### src/rtl/rs232_cmd_responder.sv
// Host command responder on the RS232 byte side: decodes read/write frames, performs one 16-bit
// memory access and answers through the tx handshake. Define RSP_CHECKSUM_EN for XOR-checksummed frames.
module rs232_cmd_responder #(
   parameter int ADDR_WIDTH     = 16,
   parameter int TIMEOUT_CYCLES = 1000000
) (
   input  logic                  clk,
   input  logic                  rst,
   input  logic [7:0]            rxData,
   input  logic                  rxReady,
   output logic [7:0]            txData,
   output logic                  txStart,
   input  logic                  txBusy,
   output logic [ADDR_WIDTH-1:0] memAddr,
   output logic [15:0]           memDataOut,
   input  logic [15:0]           memDataIn,
   output logic                  memWE,
   output logic                  memRE,
   input  logic                  memReady,
   output logic                  busy
);
   localparam int            TW       = $clog2(TIMEOUT_CYCLES + 1);
   localparam logic [TW-1:0] TLAST    = TW'(TIMEOUT_CYCLES - 1);
   localparam logic [7:0]    OP_WRITE = 8'h57;
   localparam logic [7:0]    OP_READ  = 8'h52;
   localparam logic [7:0]    ACK      = 8'h06;
   localparam logic [7:0]    NAK      = 8'h15;

`ifdef RSP_CHECKSUM_EN
   localparam logic [1:0] CNT_ONE = 2'd2;
   localparam logic [1:0] CNT_TWO = 2'd3;
   typedef enum logic [3:0] {
      IDLE, GET_ADDR_H, GET_ADDR_L, GET_DATA_H, GET_DATA_L, GET_CSUM, MEM, SEND, SEND_WAIT
   } state_t;
`else
   localparam logic [1:0] CNT_ONE = 2'd1;
   localparam logic [1:0] CNT_TWO = 2'd2;
   typedef enum logic [3:0] {
      IDLE, GET_ADDR_H, GET_ADDR_L, GET_DATA_H, GET_DATA_L, MEM, SEND, SEND_WAIT
   } state_t;
`endif

   state_t        state;
   logic          is_write;
   logic [7:0]    addr_h, addr_l, data_h, data_l;
   logic [7:0]    rsp0, rsp1, rsp2;
   logic [1:0]    rsp_cnt, rsp_idx;
   logic [TW-1:0] tcnt;
   logic          skip;
   logic          in_get;
   logic          op_known;
`ifdef RSP_CHECKSUM_EN
   logic [7:0]    csum;
   logic          known;
`endif

   function automatic logic [7:0] rsp_sel(input logic [1:0] idx, input logic [7:0] b0,
                                          input logic [7:0] b1, input logic [7:0] b2);
      case (idx)
         2'd0:    return b0;
         2'd1:    return b1;
         default: return b2;
      endcase
   endfunction

   assign busy       = (state != IDLE);
   assign memAddr    = ADDR_WIDTH'({addr_h, addr_l});
   assign memDataOut = {data_h, data_l};
   assign op_known   = (rxData == OP_WRITE) || (rxData == OP_READ);

   always_comb begin
      in_get = 1'b0;
      case (state)
         GET_ADDR_H, GET_ADDR_L, GET_DATA_H, GET_DATA_L: in_get = 1'b1;
`ifdef RSP_CHECKSUM_EN
         GET_CSUM: in_get = 1'b1;
`endif
         default: in_get = 1'b0;
      endcase
   end

   always_ff @(posedge clk or posedge rst) begin
      if (rst) begin
         state    <= IDLE;
         txData   <= '0;
         txStart  <= 1'b0;
         memWE    <= 1'b0;
         memRE    <= 1'b0;
         is_write <= 1'b0;
         addr_h   <= '0;
         addr_l   <= '0;
         data_h   <= '0;
         data_l   <= '0;
         rsp0     <= '0;
         rsp1     <= '0;
         rsp2     <= '0;
         rsp_cnt  <= '0;
         rsp_idx  <= '0;
         tcnt     <= '0;
         skip     <= 1'b0;
`ifdef RSP_CHECKSUM_EN
         csum     <= '0;
         known    <= 1'b0;
`endif
      end else begin
         txStart <= 1'b0;
         // An abandoned frame drops back to IDLE without any response
         if (in_get && !rxReady) begin
            if (tcnt == TLAST) state <= IDLE;
            else               tcnt  <= tcnt + TW'(1);
         end
         case (state)
            IDLE: if (rxReady) begin
               tcnt     <= '0;
               rsp_idx  <= '0;
               is_write <= (rxData == OP_WRITE);
`ifdef RSP_CHECKSUM_EN
               csum  <= rxData;
               known <= op_known;
               state <= op_known ? GET_ADDR_H : GET_CSUM;
`else
               if (op_known) begin
                  state <= GET_ADDR_H;
               end else begin
                  rsp0    <= NAK;
                  rsp1    <= NAK;
                  rsp_cnt <= CNT_ONE;
                  state   <= SEND;
               end
`endif
            end
            GET_ADDR_H: if (rxReady) begin
               addr_h <= rxData;
               tcnt   <= '0;
`ifdef RSP_CHECKSUM_EN
               csum   <= csum ^ rxData;
`endif
               state  <= GET_ADDR_L;
            end
            GET_ADDR_L: if (rxReady) begin
               addr_l <= rxData;
               tcnt   <= '0;
`ifdef RSP_CHECKSUM_EN
               csum   <= csum ^ rxData;
               state  <= is_write ? GET_DATA_H : GET_CSUM;
`else
               if (is_write) begin
                  state <= GET_DATA_H;
               end else begin
                  memRE <= 1'b1;
                  state <= MEM;
               end
`endif
            end
            GET_DATA_H: if (rxReady) begin
               data_h <= rxData;
               tcnt   <= '0;
`ifdef RSP_CHECKSUM_EN
               csum   <= csum ^ rxData;
`endif
               state  <= GET_DATA_L;
            end
            GET_DATA_L: if (rxReady) begin
               data_l <= rxData;
               tcnt   <= '0;
`ifdef RSP_CHECKSUM_EN
               csum   <= csum ^ rxData;
               state  <= GET_CSUM;
`else
               memWE  <= 1'b1;
               state  <= MEM;
`endif
            end
`ifdef RSP_CHECKSUM_EN
            GET_CSUM: if (rxReady) begin
               tcnt <= '0;
               if (known && (rxData == csum)) begin
                  memWE <= is_write;
                  memRE <= !is_write;
                  state <= MEM;
               end else begin
                  rsp0    <= NAK;
                  rsp1    <= NAK;
                  rsp_cnt <= CNT_ONE;
                  state   <= SEND;
               end
            end
`endif
            MEM: if (memReady) begin
               memWE <= 1'b0;
               memRE <= 1'b0;
               if (is_write) begin
                  rsp0    <= ACK;
                  rsp1    <= ACK;
                  rsp_cnt <= CNT_ONE;
               end else begin
                  rsp0    <= memDataIn[15:8];
                  rsp1    <= memDataIn[7:0];
                  rsp2    <= memDataIn[15:8] ^ memDataIn[7:0];
                  rsp_cnt <= CNT_TWO;
               end
               state <= SEND;
            end
            SEND: if (!txBusy) begin
               txData  <= rsp_sel(rsp_idx, rsp0, rsp1, rsp2);
               txStart <= 1'b1;
               skip    <= 1'b1;
               state   <= SEND_WAIT;
            end
            // txBusy may only rise one cycle after txStart, so the first cycle is ignored
            SEND_WAIT: begin
               if (skip) begin
                  skip <= 1'b0;
               end else if (!txBusy) begin
                  if ((rsp_idx + 2'd1) < rsp_cnt) begin
                     rsp_idx <= rsp_idx + 2'd1;
                     state   <= SEND;
                  end else begin
                     rsp_idx <= '0;
                     state   <= IDLE;
                  end
               end
            end
            default: state <= IDLE;
         endcase
      end
   end
endmodule

### config.mk
export PLATFORM = sky130hd
export DESIGN_NAME = rs232_cmd_responder
export DESIGN_NICKNAME = d
export VERILOG_FILES = /design/src/rtl/rs232_cmd_responder.sv
export SDC_FILE = /design/constraint.sdc
export NUM_CORES = 1
export LEC_CHECK = 0
export CORE_ASPECT_RATIO = 2
export CORE_MARGIN = 4
export CORE_UTILIZATION = 53
export CTS_CLUSTER_SIZE = 20
export DETAILED_ROUTE_END_ITERATION = 8
export PLACE_DENSITY = 0.79
export SLEW_MARGIN = 15
export SYNTH_ARGS = -nofsm -noshare
export SYNTH_HDL_FRONTEND = slang
export SYNTH_SLANG_ARGS = --single-unit
export TNS_END_PERCENT = 5
### constraint.sdc
create_clock -name clk -period 3.8 [get_ports clk]
set_clock_uncertainty 0.1 [all_clocks]
set_input_delay 0.76 -clock clk [delete_from_list [all_inputs] [get_ports clk]]
set_output_delay 0.76 -clock clk [all_outputs]
set_load 0.01 [all_outputs]
[Word-level counts from Yosys, hierarchy flattened]
Cells that the tools add are included.
Operators by class
  reduce and logical (&&, ||, !) cells: 25
  add/subtract/negate cells: 2
  equal/unequal tests: 20
  bitwise logic cells: 3
  magnitude comparators: 1
  multiplexer cells: 49
Operators by type and width (number)
  $mux W20: 4
  $mux W8: 6
  $pmux W8 S2: 3
  $mux W4: 11
  $pmux W4 S8: 1
  $add A20 B1 Y20 const B: 1
  $eq A20 B20 Y1 const B: 1
  $ne A2 B2 Y1 const B: 9
  $eq A4 B3 Y1 const B: 4
  $eq A8 B7 Y1 const B: 2
  $mux W2: 8
  $reduce_and A2 Y1: 7
  $reduce_and A4 Y1: 3
  $reduce_bool A2 Y1: 5
  $mux W3: 3
  $eq A4 B2 Y1 const B: 2
  $mux W1: 8
  $pmux W2 S2: 2
  $xor A8 B8 Y8: 1
  $pmux W1 S2: 3
  $reduce_and A3 Y1: 2
  $reduce_or A5 Y1: 1
  $eq A4 B1 Y1 const B: 1
  $logic_not A4 Y1: 1
  10 further kinds: 11
Word-level totals
  input bits: 29
  word-level logic and storage cells: 117
  flip-flop bits (word level): 97

[Logic depth before layout (Yosys ltp)]
Gate-level depths: netlist (run 1).
  depth in word-level cells: 8
  gate-level depth with buffers: 8

[Worst setup path after synthesis (run 1)]
OpenSTA, ideal clock, no wires.
  kind: input port to flip-flop
  start: input port rxReady
  end: register state[0]
  setup slack: 1.751 ns
  data required time: 3.580 ns
  stages on the path: 4
  buffers on the path: 0
  arrival: 1.829 ns
  cell sequence: or4_1 nor4_2 nor2_1 a31o_1
Between the ends
  longest elaborated chain between the ends: 6
  elaborated cells between the ends (all ways): 13
  classes of those cells: 11 x mux; 2 x reduce/logical
RTL lines
  start, declared: RTL line 10  | input logic rxReady,
  $logic_not A1 Y1: RTL line 108  | if (in_get && !rxReady) begin
  $logic_and A1 B1 Y1: RTL line 108
  $mux W4: RTL line 108
  $mux W4: RTL line 214  | end else if (!txBusy) begin
  $mux W4: RTL line 212  | if (skip) begin
  $pmux W4 S8 (*): RTL line 112  | case (state)
  end signal, assigned: RTL line 109  | if (tcnt == TLAST) state <= IDLE;
  end signal, assigned: RTL line 217  | state <= SEND;
  end signal, assigned: RTL line 220  | state <= IDLE;
  end, declared: RTL line 43  | state_t state;
Every way passes the cells marked *; elsewhere a longest branch is shown, timed or not.
A chain may end at the register's enable or synchronous reset.

[Worst setup path in the final report (run 1)]
  start: register state[1]
  end: output port busy
Between the ends
  longest elaborated chain between the ends: 1
RTL lines
  start signal, assigned: RTL line 84  | state <= IDLE;
  start signal, assigned: RTL line 109
  start signal, assigned: RTL line 123  | state <= GET_ADDR_H;
  $reduce_bool A4 Y1: RTL line 66  | assign busy = (state != IDLE);
  end, declared: RTL line 20  | output logic busy
No other way between the ends.

==> impl_metrics.tcl, run 1 <==
set metrics [dict create \
    crit_chain "nor2_1, nand2_1, clkdlybuf4s50_1" \
    synthCells 406 \
    clockBufferDepth 2 \
    core_area_sq_um 8060 \
    nets 505 \
    synth_cell_types 54 \
    maxCapViolCount 0 \
    final_common_cell "dfrtp_1" \
    drive_gt1_frac 0.132 \
    h-tree-depth 3 \
    cts_resized 0 \
    final_hold_viol_count 0 \
    critPathRequiredTime_ns 2.94 \
    hold_depth 1 \
    fp.dieH_um 137 \
    drc 0 \
    endpoint_kind "output port" \
    dp_hpwl_um 7220 \
    r2r_start "state[2]" \
    grt_max_degree 48 \
    crit_arrival_ns 2.05 \
    stdcell_count 572 \
    overflow 0 \
    peakVddDrop_mv 0.461 \
    synth-xor-area-share 0.0376 \
    cts_tree "built" \
    drtIter0Drc 165 \
    pin_count 73 \
    gp_congestion 0.792 \
    hold_end "rsp0[1]" \
    crit_type "flop to output port" \
    rows 46 \
    cp_slowest_stage_delay_ns 0.74 \
    cts_inserted_buffers 9 \
    rr_endpoint "rsp1[3]" \
    synth_nets 439 \
    dpl_worst_slack_ns 0.810 \
    powerDensity_nw_per_um2 621 \
    leakage_nw 2.37 \
    cts_sinks 97 \
    setup_ws_ns 0.894 \
    antenna_found_initial 0 \
    ys_seq_elements 97 \
    routedWlPerCell_um 17.6 \
    critPathTopFamily "flip-flops" \
    outcome "finished, final reports clean" \
    min_from "rsp0[1]" \
    final_core_util 0.683 \
    tightest_slew_ns 0.851 \
    vias 3359 \
    post-cts-setup-buffers 0 \
    dieWidth_um 72.6 \
    grt_pass1_wl_um 16600 \
    rsz0062_at_grt "no" \
    worstPathMaxFanout 21 \
    synth_fa_ha_area_frac 0.0113 \
    slew_viol_final 0 \
    cp.depth 3 \
    dieArea_sq_um 9960 \
    finalSetupViolCount 0 \
    synth_top_family_by_area "simple AND/OR/NAND/NOR gates" \
    grt_pass1_vias 3485 \
    synth-seq-area-share 0.549 \
    drt_pass1_iterations 4 \
    dp_cells 557 \
    fmax_ghz 0.344 \
    synth_edf_count 0 \
    min_period_ns 2.91 \
    yosys.area_share.simple 0.147 \
    syn_area_sq_um 4420 \
    track_usage 0.215 \
    num_antenna_cells 0 \
    power_mw 3.42 \
    period_share 0.765 \
    cp_num_buf_inv 1 \
    cts_root_buf "clkbuf_16" \
    synth.avg_cell_area_sq_um 10.9 \
    clkTransAtPathRegs_ns 0.06 \
    rr_worst_depth 5 \
    synth_compound_area_frac 0.132 \
    io_buffers 72 \
    setup_tns_ns 0 \
    critPathSlowestCell "dfrtp_1" \
    ant_nets 0 \
    holdBufCountCts 0 \
    drt-vias-per-instance 5.87 \
    wirelength_um 10100 \
    clk_latency_ns 0.34 \
    rrSetupSlack_ns 1.09 \
    mostFrequentLayoutCells "dfrtp_1, clkdlybuf4s50_1, nor2_1" \
    async_flop_share 1.00 \
    holdCritPathClass "flop to flop" \
    relSlewSlack 0.432 \
    synthMuxAreaShare 0.0863 \
    syn_to_final_growth_pct 24.5 \
    startpoint "state[1]" \
    synthFlopType "dfrtp_1" \
    nFillCells 652 \
    yosysWarnings 0 \
    initial_core_util 0.549 \
    startpoint_type "flop" \
]
## flip-flops by register name (all words and copies together) (netlist names), 4 cells and up
signal	count
state	4
data_h	8
rsp1	8
addr_l	8
addr_h	8
rsp0	8
tcnt	20
data_l	8
txData	8
rsp2	8
## layer usage
layer | share of wire | wire, um | global-route usage
met1 | 0.37 | 3750 | 0.239
met3 | 0.045 | 451 | 0.0424
met2 | 0.55 | 5570 | 0.385
met5 | 0 | 0 | 0
met4 | 0.029 | 287 | 0.101
## where the power goes
| group | internal (mW) | switching (mW) |
|---|---|---|
| clock network | 0.496 | 0.376 |
| logic | 0.602 | 0.462 |
| registers | 1.30 | 0.191 |
## cell type report
cell class / count / area [sq um] / area share
Inverter: 15 / 57.6 / 0.0105
Clock buffer: 12 / 267 / 0.0484
Clock inverter: 3 / 23.8 / 0.00432
Sequential cell: 97 / 2430 / 0.441
Tap cell: 96 / 120 / 0.0218
Multi-Input combinational cell: 271 / 1830 / 0.333
Timing Repair Buffer: 78 / 778 / 0.141
## per-stage QoR
| step | hold WS (ns) | cell area, sq um |
|---|---|---|
| floorplan | 0.357 | 4420 |
| global placement | 0.373 | 5220 |
| detailed placement | 0.374 | 5220 |
| CTS | 0.395 | 5510 |
| global route | 0.422 | 5510 |
| finish | 0.395 | 5510 |
## worst max-delay path by stage
| stage | end | slack (ns) |
|---|---|---|
| floorplan | addr_h[0] | 0.41 |
| global placement | tcnt[4] | 0.91 |
| detailed placement | tcnt[7] | 0.81 |
| CTS | busy | 0.92 |
| global route | busy | 0.77 |
| finish | busy | 0.89 |
## synthesized netlist by cell type (5+ instances only)
cell type	count	area share
a21oi_1	26	0.029
a22o_1	8	0.016
a22oi_1	10	0.017
a31oi_1	11	0.016
and3_1	5	0.0071
buf_2	10	0.011
clkbuf_1	7	0.0059
dfrtp_1	97	0.55
inv_1	15	0.013
mux2_2	33	0.084
nand2_1	24	0.020
nand3_1	12	0.014
nand4_1	10	0.014
nor2_1	37	0.031
o21ai_0	11	0.012
xnor2_1	9	0.018
xor2_1	10	0.020
## cell families (layout without fill, tap and decap cells)
kind of cell / count (synthesis) / count (layout)
xor+xnor: 19 / 19
mux: 34 / 34
buf+inv: 38 / 108
compound gates: 89 / 89
fa+ha+maj: 4 / 4
flops: 97 / 97
simple gates: 124 / 124
other cells: 1 / 1
Power figures use the tool's default switching activity.
==> run 2, diff against run 1 <==
--- a/config.mk
+++ b/config.mk
@@ -7,10 +7,10 @@
 export LEC_CHECK = 0
 export CORE_ASPECT_RATIO = 2
 export CORE_MARGIN = 4
-export CORE_UTILIZATION = 53
+export CORE_UTILIZATION = 48
 export CTS_CLUSTER_SIZE = 20
 export DETAILED_ROUTE_END_ITERATION = 8
-export PLACE_DENSITY = 0.79
+export PLACE_DENSITY = 0.76
 export SLEW_MARGIN = 15
 export SYNTH_ARGS = -nofsm -noshare
 export SYNTH_HDL_FRONTEND = slang
==> constraint.sdc (replaced) <==
create_clock -name clk -period 2.4 [get_ports clk]
set_clock_uncertainty 0.1 [all_clocks]
set_input_delay 0.48 -clock clk [delete_from_list [all_inputs] [get_ports clk]]
set_output_delay 0.48 -clock clk [all_outputs]
set_load 0.01 [all_outputs]
==> run 2 against run 1 <==
Compared with the run above:
- first-iteration DRC count is 6.7% higher
- routed wire length increased by 3.9%
- critical path depth unchanged
- core utilization fell by 4.2 points
- combinational power up 75%
- largest power group unchanged
- highest routed layer unchanged
==> impl_metrics.tcl, run 2 (same netlist as run 1, synthesis figures left out) <==
set metrics [dict create \
    outcome "finished, final reports clean" \
    final_core_util 0.642 \
    gp_congestion 0.804 \
    drc 0 \
    drtIter0Drc 176 \
    syn_to_final_growth_pct 30.8 \
    cts_sinks 97 \
    dp_cells 594 \
    dp_hpwl_um 7500 \
    ant_nets 0 \
    num_antenna_cells 0 \
    final_hold_viol_count 0 \
    core_area_sq_um 9010 \
    clk_latency_ns 0.34 \
    dieArea_sq_um 10900 \
    track_usage 0.204 \
    leakage_nw 2.54 \
    pin_count 73 \
    holdBufCountCts 0 \
    fmax_ghz 0.428 \
    rsz0062_at_grt "no" \
    mostFrequentLayoutCells "dfrtp_1, clkdlybuf4s50_1, nor2_1" \
    rr_worst_depth 5 \
    h-tree-depth 3 \
    vias 3507 \
    cts_tree "built" \
    clockBufferDepth 2 \
    drt-vias-per-instance 5.76 \
    powerDensity_nw_per_um2 962 \
    rows 49 \
    grt_pass1_wl_um 17100 \
    finalSetupViolCount 0 \
    holdCritPathClass "flop to flop" \
    initial_core_util 0.491 \
    nFillCells 688 \
    crit_type "flop to output port" \
    multi_input_area_sq_um 1840 \
    rrSetupSlack_ns 0.25 \
    endpoint_kind "output port" \
    seq_area_sq_um 2430 \
    crit_arrival_ns 1.76 \
    top_register "tcnt" \
    hold_end "rsp1[1]" \
    routedWlPerCell_um 17.2 \
    cts_inserted_buffers 9 \
    largest_reg_flops 20 \
    fp.dieH_um 144 \
    grt_pass1_vias 3713 \
    dieWidth_um 75.9 \
    place_area_sq_um 5480 \
    relSlewSlack 0.555 \
    rr_endpoint "tcnt[7]" \
    drt_pass1_iterations 5 \
    grt_max_degree 98 \
    clkTransAtPathRegs_ns 0.07 \
    final_common_cell "dfrtp_1" \
    startpoint_type "flop" \
    maxCapViolCount 0 \
    nets 536 \
    cts_root_buf "clkbuf_16" \
    period_share 0.974 \
    tightest_slew_ns 0.663 \
    drive_gt1_frac 0.187 \
    wirelength_um 10400 \
    worstPathMaxFanout 10 \
    critPathRequiredTime_ns 1.82 \
    peakVddDrop_mv 0.590 \
    io_buffers 72 \
    r2r_start "tcnt[13]" \
    slew_viol_final 0 \
    antenna_found_initial 0 \
    min_period_ns 2.34 \
    design_area_sq_um 5780 \
    hold_depth 1 \
    min_from "rsp1[1]" \
    stdcell_count 609 \
    overflow 0 \
]
[run 2: changes by cell type in the layout (fill, tap and decap cells not counted), sizes merged]
| cell | delta |
|---|---|
| buf | +31 |
| bufinv | +1 |
| inv | -1 |
| clkbuf | -2 |
| clkinv | +2 |
[run 2: stage by stage]
stage               total power, mW  setup slack, ns  TNS (ns)  hold slack (ns)
finish                         5.57           0.0614         0            0.393
global route                   5.88         0.000199         0            0.412
CTS                            5.63           0.0618         0            0.396
detailed placement             4.19           -0.127     -1.95            0.376
global placement               4.12           -0.108     -1.69            0.374
floorplan                      3.17            0.529         0            0.357
[run 2: power by group]
group / internal [mW] / total, mW / switching [mW]
Sequential: 2.05 / 2.30 / 0.246
Clock: 0.828 / 1.42 / 0.590
Combinational: 1.05 / 1.85 / 0.802
Total: 3.93 / 5.57 / 1.64
[run 2: layout make-up]
cell class / instances / share of cell area
inverter: 15 / 0.0104
multi-input combinational: 271 / 0.318
sequential: 97 / 0.420
clock buffer: 10 / 0.0413
clock inverter: 5 / 0.00973
timing repair buffer: 109 / 0.179
tap: 102 / 0.0221
[run 2: repair_timing]
| item | CTS | global route |
|---|---|---|
| resized for setup | 1 | 0 |
| setup endpoints to repair | 3 | 0 |
| setup buffers | 0 | 0 |
[run 2: worst max-delay path, cell delays in order (launching register included)]
cell and delay, ns:
dfrtp_1 0.50, nor2_1 0.24, nand2_1 0.15, clkdlybuf4s50_1 0.53
[run 2: metal layers]
metal,track usage,share of wire,vias up
met5,0,0,-
met4,0.103,0.023,0
met3,0.0469,0.041,18
met2,0.347,0.56,73
met1,0.230,0.38,1768
li1,-,-,1648
[run 2: worst max-delay path by stage]
stage               depth (start not counted)  slack [ns]        to      start
floorplan                                   5        0.53  state[0]   state[0]
global placement                            8       -0.11   rsp1[5]  rxData[3]
detailed placement                          8       -0.13   rsp0[7]  rxData[3]
CTS                                         3        0.06      busy   state[3]
global route                                3      0.0002      busy   state[3]
finish                                      3        0.06      busy   state[3]
==> run 3, diff against run 2 <==
--- a/config.mk
+++ b/config.mk
@@ -5,9 +5,10 @@
 export SDC_FILE = /design/constraint.sdc
 export NUM_CORES = 1
 export LEC_CHECK = 0
+export CAP_MARGIN = 5
 export CORE_ASPECT_RATIO = 2
-export CORE_MARGIN = 4
 export CORE_UTILIZATION = 48
+export CTS_BUF_LIST = sky130_fd_sc_hd__clkbuf_16
 export CTS_CLUSTER_SIZE = 20
 export DETAILED_ROUTE_END_ITERATION = 8
 export PLACE_DENSITY = 0.76
==> run 3 against run 2 <==
Compared with the run above:
- hold slack worse by 0.00056 ns
- non-clock buffer count rose by 4
- routed wire length increased by 1.6%
- total power increased by 4.1%
- critical path depth did not move
==> impl_metrics.tcl, run 3 (same netlist as run 1, synthesis figures left out) <==
set metrics [dict create \
    syn_to_final_growth_pct 33.0 \
    largest_reg_flops 20 \
    grt_use_met1 0.253 \
    drtIter0Drc 156 \
    startpoint_type "flop" \
    startpoint "state[0]" \
    setup_ws_ns 0.0969 \
    dieArea_sq_um 9630 \
    grt_pass1_wl_um 17200 \
    finalSetupViolCount 0 \
    period_share 0.960 \
    holdCritPathClass "flop to flop" \
    clockBufferDepth 2 \
    cts_sinks 97 \
    dp_hpwl_um 7380 \
    place_area_sq_um 5510 \
    track_usage 0.231 \
    powerDensity_nw_per_um2 985 \
    fp.dieH_um 138 \
    critPathRequiredTime_ns 1.82 \
    dieWidth_um 69.9 \
    critPathSlowestCell "dfrtp_1" \
    cts_inserted_buffers 9 \
    slew_viol_final 0 \
    endpoint_kind "output port" \
    mostFrequentLayoutCells "dfrtp_1, clkdlybuf4s50_1, buf_4" \
    gp_congestion 0.830 \
    gr-usage-met3 0.0446 \
    drive_gt1_frac 0.197 \
    clkTransAtPathRegs_ns 0.07 \
    cts_root_buf "clkbuf_16" \
    cp_slowest_stage_delay_ns 0.58 \
    p_switching_mw 1.68 \
    rows 49 \
    initial_core_util 0.494 \
    switching_share 0.289 \
    worstPathMaxFanout 10 \
    num_antenna_cells 0 \
    routedWlPerCell_um 17.3 \
    maxCapViolCount 0 \
    fin_hold_ws_ns 0.393 \
    antenna_found_initial 0 \
    overflow 0 \
    ant_nets 0 \
    grt_pass1_vias 3561 \
    nets 540 \
    vias 3538 \
    h-tree-depth 3 \
    seqPwrFrac 0.403 \
    drt_pass1_iterations 4 \
    cts_tree "built" \
    critPathTopFamily "flip-flops" \
    combPwrFrac 0.315 \
    dpl_worst_slack_ns -0.246 \
    crit_arrival_ns 1.72 \
    final_common_cell "dfrtp_1" \
    grt_max_degree 98 \
    relSlewSlack 0.539 \
    clkPwrFrac 0.282 \
    fmax_ghz 0.434 \
    io_buffers 72 \
    crit_type "flop to output port" \
    design_area_sq_um 5880 \
    peakVddDrop_mv 0.823 \
    r2r_start "state[0]" \
    wirelength_um 10600 \
    gr-usage-met2 0.425 \
    leakage_nw 2.59 \
    top_register "tcnt" \
    internal_power_mw 4.12 \
    tightest_slew_ns 0.686 \
    rsz0062_at_grt "no" \
    crit_chain "nor2_4, nand2_1, clkdlybuf4s50_1" \
    clk_latency_ns 0.34 \
    core_area_sq_um 8950 \
    drc 0 \
    cp_num_buf_inv 1 \
    final_core_util 0.657 \
    holdBufCountCts 0 \
    outcome "finished, final reports clean" \
    pin_count 73 \
    final_hold_viol_count 0 \
    drt-vias-per-instance 5.76 \
    min_period_ns 2.30 \
    min_from "rsp0[1]" \
    top_usage_layer "met2" \
]
## run 3: area by class of cell
cell class / count / area [sq um]
well taps: 102 / 128
repair buffers: 113 / 1070
multi-input cells: 271 / 1850
clock inverters: 7 / 119
clock buffers: 9 / 225
flip-flops and latches: 97 / 2430
inverters: 15 / 60.1
fillers: 703 / 3070
## run 3: per-layer routing
layer,up-vias,share of wire
li1,1657,-
met1,1780,0.37
met2,88,0.57
met3,13,0.036
met4,0,0.019
met5,-,0
## run 3: worst register-to-register path, delay by kind of cell (launching register included)
kind,cells,cell delay [ns]
and+or+nand+nor,1,0.43
AOI/OAI and AO/OA,4,1.06
DFF,1,0.52
## run 3: metrics by stage
step	TNS [ns]	total power, mW	std cells
global route	0	6.07	614
detailed placement	-1.92	4.16	598
global placement	-0.175	4.10	598
floorplan	0	3.17	406
finish	0	5.79	614
CTS	0	5.82	614
## run 3: worst paths after layout
check | endpoint | slack [ns] | depth (start not counted)
setup / recovery | busy | 0.1 | 3
hold / removal | rsp0[1] | 0.39 | 1
setup reg to reg | tcnt[5] | 0.17 | 5
hold reg to reg | rsp0[1] | 0.39 | 1
max in group asynchronous | state[2] | 1.28 | 3
min in group asynchronous | tcnt[15] | 0.52 | 3
## run 3: repair_timing
action                                  in CTS  in global routing
pin swaps                                    0                  0
gates resized for setup                      2                  3
buffers inserted                             0                  0
endpoints found under the setup margin      11                  7
## run 3: power groups by stage
stage / clock network [mW] / logic (mW) / registers [mW]
after global placement: 0 / 1.78 / 2.32
after detailed placement: 0 / 1.82 / 2.35
after global routing: 1.72 / 1.97 / 2.38
after floorplan: 0 / 0.750 / 2.42
after CTS: 1.66 / 1.84 / 2.32
final: 1.63 / 1.82 / 2.34
